===== config.mk =====
export PLATFORM = sky130hd
export DESIGN_NAME = dn_cfg_sequencer
export DESIGN_NICKNAME = d
export VERILOG_FILES = /design/src/rtl/dn_cfg_sequencer_pkg.sv /design/src/rtl/dn_cfg_sequencer_valid_pipe.sv /design/src/rtl/dn_cfg_sequencer.sv
export SDC_FILE = /design/constraint.sdc
export NUM_CORES = 2
export LEC_CHECK = 0
export CAP_MARGIN = 30
export CORE_AREA = 2 2 680 682
export CTS_CLUSTER_DIAMETER = 200
export CTS_CLUSTER_SIZE = 40
export DETAILED_ROUTE_END_ITERATION = 7
export DIE_AREA = 0 0 682 684
export PLACE_DENSITY = 0.3
export SKIP_CTS_REPAIR_TIMING = 1
export SLEW_MARGIN = 0
export SYNTH_ARGS = -nofsm -noshare
export SYNTH_HDL_FRONTEND = slang
export SYNTH_HIERARCHICAL = 1
export SYNTH_SLANG_ARGS = --single-unit

===== constraint.sdc =====
create_clock -name clk -period 5.8 [get_ports clk]
set_clock_uncertainty 0.05 [all_clocks]
set_input_delay 0.87 -clock clk [delete_from_list [all_inputs] [get_ports clk]]
set_output_delay 0.87 -clock clk [all_outputs]
set_load 0.02 [all_outputs]

===== src/rtl/dn_cfg_sequencer_pkg.sv =====
// Shared definitions for the Benes distribution-network control stage:
// default geometry, FSM state type and per-switch route codes.
package dn_pkg;

    // Width of a counter that must hold values 0..n-1 (at least one bit).
    function automatic int unsigned cnt_w(input int unsigned n);
        return (n > 1) ? $clog2(n) : 1;
    endfunction

    // Default geometry (N=64 ports, 64-bit config beats).
    localparam int unsigned DN_N      = 64;
    localparam int unsigned DN_LEVELS = 2 * $clog2(DN_N) - 1;
    localparam int unsigned DN_CFG_W  = 64;
    localparam int unsigned RS_W      = (DN_LEVELS - 1) * DN_N;
    localparam int unsigned NBEATS    = RS_W / DN_CFG_W;
    localparam int unsigned BCNT_W    = cnt_w(NBEATS);

    typedef enum logic [2:0] {
        IDLE,
        LOAD,
        SET,
        STREAM,
        DRAIN
    } dn_state_t;

    // Two-bit switch setting codes.
    localparam logic [1:0] SW_PASS    = 2'b00;
    localparam logic [1:0] SW_CROSS   = 2'b01;
    localparam logic [1:0] SW_BCAST_U = 2'b10;
    localparam logic [1:0] SW_BCAST_L = 2'b11;

endpackage


===== src/rtl/dn_cfg_sequencer_valid_pipe.sv =====
// Enable-gated 1-bit valid shift line that mirrors the DN pipeline.
// o_empty reports the line contents as they will be after this cycle's
// update, so the drain logic can leave on the cycle the last bit exits.
module dn_valid_pipe
    import dn_pkg::*;
#(
    parameter int unsigned DEPTH = 1
) (
    input  logic clk,
    input  logic rst_n,
    input  logic i_en,
    input  logic i_din,
    output logic o_tap,
    output logic o_empty
);

    logic [DEPTH-1:0] r_line;
    logic [DEPTH-1:0] w_next;

    assign w_next  = i_en ? ((r_line << 1) | DEPTH'(i_din)) : r_line;
    assign o_tap   = r_line[DEPTH-1];
    assign o_empty = (w_next == '0);

    // Shift the line only when the DN advances; hold during stalls.
    always_ff @(posedge clk or negedge rst_n) begin
        if (!rst_n) begin
            r_line <= '0;
        end else begin
            r_line <= w_next;
        end
    end

endmodule


===== src/rtl/dn_cfg_sequencer.sv =====
// Upstream control stage of the Benes distribution network: assembles the
// switch-setting vector from config beats, pulses set_en, streams operand
// vectors with route_en and tracks DN latency for dn_out_valid.
module dn_cfg_sequencer
    import dn_pkg::*;
#(
    parameter int unsigned N        = 64,
    parameter int unsigned DW_DATA  = 8,
    parameter int unsigned N_LEVELS = 2 * $clog2(N) - 1,
    parameter int unsigned CFG_W    = 64,
    parameter int unsigned DN_LAT   = N_LEVELS
) (
    input  logic                        clk,
    input  logic                        reset,
    input  logic                        cfg_valid,
    output logic                        cfg_ready,
    input  logic [CFG_W-1:0]            cfg_data,
    input  logic                        cfg_last,
    input  logic                        vec_valid,
    output logic                        vec_ready,
    input  logic [DW_DATA*N-1:0]        vec_data,
    input  logic                        vec_last,
    output logic                        set_en,
    output logic                        route_en,
    output logic [(N_LEVELS-1)*N-1:0]   route_signals,
    output logic [DW_DATA*N-1:0]        dn_in,
    output logic                        dn_out_valid,
    output logic                        busy,
    output logic                        cfg_err
);

    localparam int unsigned LP_RS_W   = (N_LEVELS - 1) * N;
    localparam int unsigned LP_NBEATS = LP_RS_W / CFG_W;
    localparam int unsigned LP_CNT_W  = cnt_w(LP_NBEATS);
    localparam logic [LP_CNT_W-1:0] LP_LAST_BEAT = LP_CNT_W'(LP_NBEATS - 1);

    dn_state_t              r_state;
    dn_state_t              w_state_nxt;
    logic [LP_CNT_W-1:0]    r_beat_cnt;
    logic [LP_RS_W-1:0]     r_route_signals;
    logic [DW_DATA*N-1:0]   r_dn_in;
    logic                   r_route_en;
    logic                   r_cfg_err;

    logic                   w_cfg_acc;
    logic                   w_vec_acc;
    logic                   w_last_beat;
    logic                   w_adv;
    logic                   w_tap;
    logic                   w_pipe_empty;

    assign cfg_ready     = (r_state == IDLE) || (r_state == LOAD);
    assign vec_ready     = (r_state == STREAM);
    assign set_en        = (r_state == SET);
    assign busy          = (r_state != IDLE);
    assign route_en      = r_route_en;
    assign route_signals = r_route_signals;
    assign dn_in         = r_dn_in;
    assign cfg_err       = r_cfg_err;

    assign w_cfg_acc   = cfg_valid & cfg_ready;
    assign w_vec_acc   = vec_valid & vec_ready;
    assign w_last_beat = (r_beat_cnt == LP_LAST_BEAT);
    // The DN advances on every accepted vector and on every drain cycle.
    assign w_adv       = w_vec_acc | (r_state == DRAIN);

    // Only report a tap bit while the DN is actually advancing, so a bit
    // parked at the tap during a stall is not counted twice.
    assign dn_out_valid = w_tap & r_route_en;

    dn_valid_pipe #(
        .DEPTH (DN_LAT)
    ) u_valid_pipe (
        .clk     (clk),
        .rst_n   (reset),
        .i_en    (w_adv),
        .i_din   (w_vec_acc),
        .o_tap   (w_tap),
        .o_empty (w_pipe_empty)
    );

    // Next-state selection for the load/set/stream/drain sequence.
    always_comb begin
        w_state_nxt = r_state;
        case (r_state)
            IDLE, LOAD: if (w_cfg_acc) w_state_nxt = w_last_beat ? SET : LOAD;
            SET:        w_state_nxt = STREAM;
            STREAM:     if (w_vec_acc && vec_last) w_state_nxt = DRAIN;
            DRAIN:      if (w_pipe_empty) w_state_nxt = IDLE;
            default:    w_state_nxt = IDLE;
        endcase
    end

    // State register.
    always_ff @(posedge clk or negedge reset) begin
        if (!reset) begin
            r_state <= IDLE;
        end else begin
            r_state <= w_state_nxt;
        end
    end

    // Beat counter, config register and sticky framing-error flag.
    always_ff @(posedge clk or negedge reset) begin
        if (!reset) begin
            r_beat_cnt      <= '0;
            r_route_signals <= {(LP_RS_W / 2){SW_PASS}};
            r_cfg_err       <= 1'b0;
        end else if (w_cfg_acc) begin
            for (int unsigned b = 0; b < LP_NBEATS; b++) begin
                if (r_beat_cnt == LP_CNT_W'(b)) begin
                    r_route_signals[b*CFG_W +: CFG_W] <= cfg_data;
                end
            end
            if (w_last_beat) begin
                r_beat_cnt <= '0;
                if (!cfg_last) r_cfg_err <= 1'b1;
            end else begin
                r_beat_cnt <= r_beat_cnt + 1'b1;
                if (cfg_last) r_cfg_err <= 1'b1;
            end
        end
    end

    // Operand register and registered DN advance strobe.
    always_ff @(posedge clk or negedge reset) begin
        if (!reset) begin
            r_dn_in    <= '0;
            r_route_en <= 1'b0;
        end else begin
            r_route_en <= w_adv;
            if (w_vec_acc) r_dn_in <= vec_data;
        end
    end

endmodule


* Word level (Yosys, flattened, before mapping)
Index checks and enable logic that the tools add are counted.
** Word-level totals
- Output and inout port bits :: 1159
- Word-level logic and storage cells :: 69
- Bits of input ports :: 582
- Register bits after elaboration :: 1172
** Operators by class
- Mux-type cells :: 10
- Equality and inequality tests :: 17
- Bitwise operators :: 5
- Reduce and logical (&&, ||, !) cells :: 20
- $add $sub $neg :: 1
** Operators with widths (number)
- $reduce_and A2 Y1 :: 10
- $eq A4 B3 Y1 const B :: 4
- $pmux W3 S4 :: 1
- $logic_not A11 Y1 :: 1
- $mux W11 :: 1
- $or A11 B1 Y11 :: 1
- $mux W3 :: 3
- $eq A4 B2 Y1 const B :: 2
- $eq A4 B4 Y1 const B :: 2
- $eq A3 B2 Y1 const B :: 2
- $reduce_and A3 Y1 :: 2
- $add A4 B1 Y4 const B :: 1
- $eq A4 B1 Y1 const B :: 1
- $logic_not A4 Y1 :: 1
- $mux W4 :: 1
- $ne A2 B1 Y1 const B :: 2
- $ne A2 B2 Y1 const B :: 2
- $and A1 B1 Y1 :: 3
- $eq A3 B1 Y1 const B :: 1
- $eq A3 B3 Y1 const B :: 1
- $logic_not A3 Y1 :: 1
- $mux W1 :: 3
- $reduce_bool A3 Y1 :: 1
- $mux W2 :: 1
- other kinds (5) :: 5

* Longest topological paths before layout
- Depth in word-level cells :: 7
- Mapped depth :: 8
- Depth with buffers taken out :: 6

* Hierarchy
The synthesis kept the hierarchy.
** Modules (own cells, without submodules)
- dn_cfg_sequencer :: instances 1, seq. area each 29052.9 µm², area an instance 43797.0 µm², cells an instance 2548
- dn_valid_pipe :: instances 1, seq. area each 275.3 µm², area an instance 475.5 µm², cells an instance 29

* Worst setup path after synthesis
No wires, ideal clock.
- Path type :: input port to flip-flop
- From :: in vec_valid
- To :: reg r_state[2]
- Arrival :: 2121 ps
- Stages on the path :: 7
- Buffers on the path :: 2
- Setup slack :: 3529 ps
- Data required time :: 5649 ps
- Cells stage by stage :: and3_1 > buf_2 > buf_2 > o21bai_1 > a211oi_1 > and4_1 > o32ai_1
** Between the ends
- Word-level cells in the longest chain between the ends :: 6
- Elaborated cells on any way between the ends :: 9
** Ends and longest elaborated chain
- start, declared :: RTL line dn_cfg_sequencer.sv:19 : input logic vec_valid,
- $and A1 B1 Y1 :: RTL line dn_cfg_sequencer.sv:62 : assign w_vec_acc = vec_valid & vec_ready;
- via w_vec_acc :: RTL line dn_cfg_sequencer.sv:46 : logic w_vec_acc;
- $or A1 B1 Y1 :: RTL line dn_cfg_sequencer.sv:65 : assign w_adv = w_vec_acc | (r_state == DRAIN);
- via w_adv :: RTL line dn_cfg_sequencer.sv:48 : logic w_adv;
- $mux W11 :: RTL line dn_cfg_sequencer_valid_pipe.sv:20 : assign w_next = i_en ? ((r_line << 1) | DEPTH'(i_din)) : r_line;
- $logic_not A11 Y1 :: RTL line dn_cfg_sequencer_valid_pipe.sv:22 : assign o_empty = (w_next == '0);
- via w_pipe_empty :: RTL line dn_cfg_sequencer.sv:50 : logic w_pipe_empty;
- $ne A2 B1 Y1 (no line)
- $reduce_and A3 Y1 (no line)
- end signal, assigned :: RTL line dn_cfg_sequencer.sv:99 : r_state <= w_state_nxt;
- end, declared :: RTL line dn_cfg_sequencer.sv:37 : dn_state_t r_state;
The timed path passes the listed nets, and every way through them passes these cells.
A chain may end at the register's enable or synchronous reset.

* Worst setup path in the final report
- From :: reg r_state[1]
- To :: out vec_ready
** Between the ends
- Word-level cells in the longest chain between the ends :: 1
** Ends and longest elaborated chain
- $eq A3 B2 Y1 :: RTL line dn_cfg_sequencer.sv:53 : assign vec_ready = (r_state == STREAM);
- end, declared :: RTL line dn_cfg_sequencer.sv:20 : output logic vec_ready,
No other way between the ends.

==> qor.txt <==
Critical Path End Type - output port
Critical Path AT - 2.80 ns
Most common cell after layout, fill and taps aside - clkdlybuf4s50_1
Area growth syn-to-layout - 58.5%
Final count of negative-setup-slack endpoints - 0
Antenna viol nets, final - 0
Final Hold Viols - 0
Clock transition at path regs - 0.16 ns
Clock buffer depth - 3
Synth cell types - 35
Setup TNS Final - 0 ns
Finished Core Util - 15.3%
P per Cell Area - 595 mW/mm2
Die X - 682 um
DIE HEIGHT - 684 um
Core Region - 0.459 mm2
Pin count of the biggest net entering global routing - 155
Mapped Cells - 2,577
GRT Total Usage - 12.5%
Worst Max-Slew Pin Slew - 1.08 ns
Final Cycle Share - 64.1%
Top Ports - 1,741
Commonest non-fill, non-tap cells in the layout - 1,738 x clkdlybuf4s50_1, 1,172 x dfrtp_1, 1,138 x mux2_2, 45 x buf_4, 41 x clkbuf_16
Post-Syn Area - 0.0443 mm2
Switching share of power - 42.5%
# DRC - 0
Worst Reg-to-Reg Cells - 4
CTS buffer count - 40
RSZ-0062 raised after global routing - no
CTS tree - done
Internal Pwr Total - 24.0 mW
Via count - 29,800
R2R Setup Slk - 2.63 ns
Hold Crit Depth - 1
Initial antenna violation count - 164
Yosys reg bits - 1,172
Max cap viols - 0
Worst flop-to-flop path startpoint - r_state[1]
Vias in the first global route - 31,400
Combinational fraction of design power - 54.1%
Max FO, Critical Path - 7
Worst slew margin - 28.2%
Worst r2r dst - route_signals[317]
Hold Path Sink - cfg_err
WHS - 0.445 ns
Worst-path cell chain - nor2b_1 > and2_1 > clkdlybuf4s50_1
Root Driver - clkbuf_16
Fmax - 269 MHz
Worst Hold Class - reg -> reg
DR vias/cell - 2.87
First-pass detailed-route iteration total - 4
Worst skew pair latency - 0.76 ns
Post-synth net total - 3,159
WL/cell - 28.9 um
Peak VDD IR - 0.265 mV
Crit-path slowest cell - clkdlybuf4s50_1
Clock H-tree levels - 2
Crit path buf inv count - 1
Synthesized area per cell - 17.2 um2
Nets@finish - 4,819
Largest stage delay, worst path - 1.05 ns
Site Rows - 249
Hpwl dp - 247,000 um
First-pass GRT wire length - 378,000 um
LEAKAGE - 27.4 nW
CP startpoint kind - register
Worst Path Required - 4.88 ns
Number of flops mapped to enable cells by yosys - 0
Max Slew Vio Count - 0
Die area - 0.466 mm2
Status - finished clean
Clock share of power - 10.9%
Period minus WS final - 3.72 ns
Clock Sinks - 1,172
Gpl congestion - 0.877
Hold Startpoint - cfg_err
GR Overflow Total - 0
FFs w/ async S/R, synth - 100%
Iter 0 DRT Violations - 1,400
Sw Pwr - 17.8 mW
Yosys warns - 6
Sequential element share of the synthesized area - 66.2%
Flop pwr share - 35.0%
Layout cells sized above 1 - 30.4%
CP top delay family - buffers and inverters
Final wirelength - 301,000 um
Main flop type after synthesis - dfrtp_1
Initial core utilization - 9.65%
CP Class - reg -> out
Number of port buffers - 1,740
-- kinds of logic (layout without fill, tap and decap cells) --
logic type	count (synthesis)	in the layout	synth area share [%]
buffers and inverters	191	1863	3.15
AOI/OAI and AO/OA	8	8	0.133
and+or+nand+nor	40	40	0.667
DFF	1172	1172	66.2
muxes	1163	1163	29.7
other	0	17	0
xor gates and xnor gates	3	3	0.0594
-- sequential cells by signal, indices dropped and copies added (netlist names) --
signal	count
cfg_err	1
dn_in	512
r_beat_cnt	4
r_state	3
route_en	1
route_signals	640
u_valid_pipe/r_line	11
-- worst register-to-register path: cells and delay by family, from the launching register on --
family,cells,cell delay (ns)
buffers and inverters,1,0.35
AND/OR/NAND/NOR,2,1.39
multiplexers,1,0.75
flip-flops,1,0.51
-- worst max-delay path by stage --
stage | depth (start not counted) | slack [ns] | from | to
floorplan | 7 | 3.53 | vec_valid | r_state[2]
global placement | 5 | 1.71 | cfg_valid | route_signals[564]
detailed placement | 5 | 1.70 | cfg_valid | route_signals[564]
CTS | 3 | 1.83 | r_state[1] | vec_ready
global route | 3 | 1.89 | r_state[1] | vec_ready
finish | 3 | 2.08 | r_state[1] | vec_ready
-- Yosys cell counts (all sizes together) (3+ instances only) --
library cell | count | share of area (%)
dfrtp | 1172 | 66
mux2 | 1163 | 30
buf | 184 | 3.0
clkbuf | 7 | 0.17
nand2 | 6 | 0.057
nand3 | 6 | 0.15
nor2 | 5 | 0.042
nand2b | 4 | 0.057
nand4b | 4 | 0.079
and2 | 3 | 0.042
nor2b | 3 | 0.042
-- routing by layer --
metal  wire (um)  global-route usage (%)  share of wire [%]
met5         115                       0              0.038
met4        5320                    1.62                1.8
met3       26100                    4.59                8.7
met2      162000                    24.0                 54
met1      107000                    13.1                 36
-- area by class of cell --
class,instances,area (um2)
fill,50600,389000
antenna,17,42.5
tap,6149,7690
sequential,1172,29300
clock inverter,12,244
clock buffer,42,1030
timing repair buffer,1809,18300
multi-input combinational,1214,13600
-- stage by stage --
step                power [mW]  cell area, um2  setup slack (ns)  std cells
floorplan                 24.1           44300              3.53       2577
global placement          37.9           68600              1.71      10300
detailed placement        38.0           68800              1.70      10300
CTS                       42.8           70100              1.83      10400
global route              43.9           70100              1.89      10400
finish                    41.8           70200              2.08      10400
-- power groups by stage --
stage / logic, mW / clock network (mW) / registers (mW)
global route: 23.6 / 5.13 / 15.2
CTS: 23.2 / 4.93 / 14.7
global placement: 23.1 / 0 / 14.8
detailed placement: 23.1 / 0 / 14.9
finish: 22.6 / 4.53 / 14.6
floorplan: 5.01 / 0 / 19.1
Power figures use the tool's default switching activity.
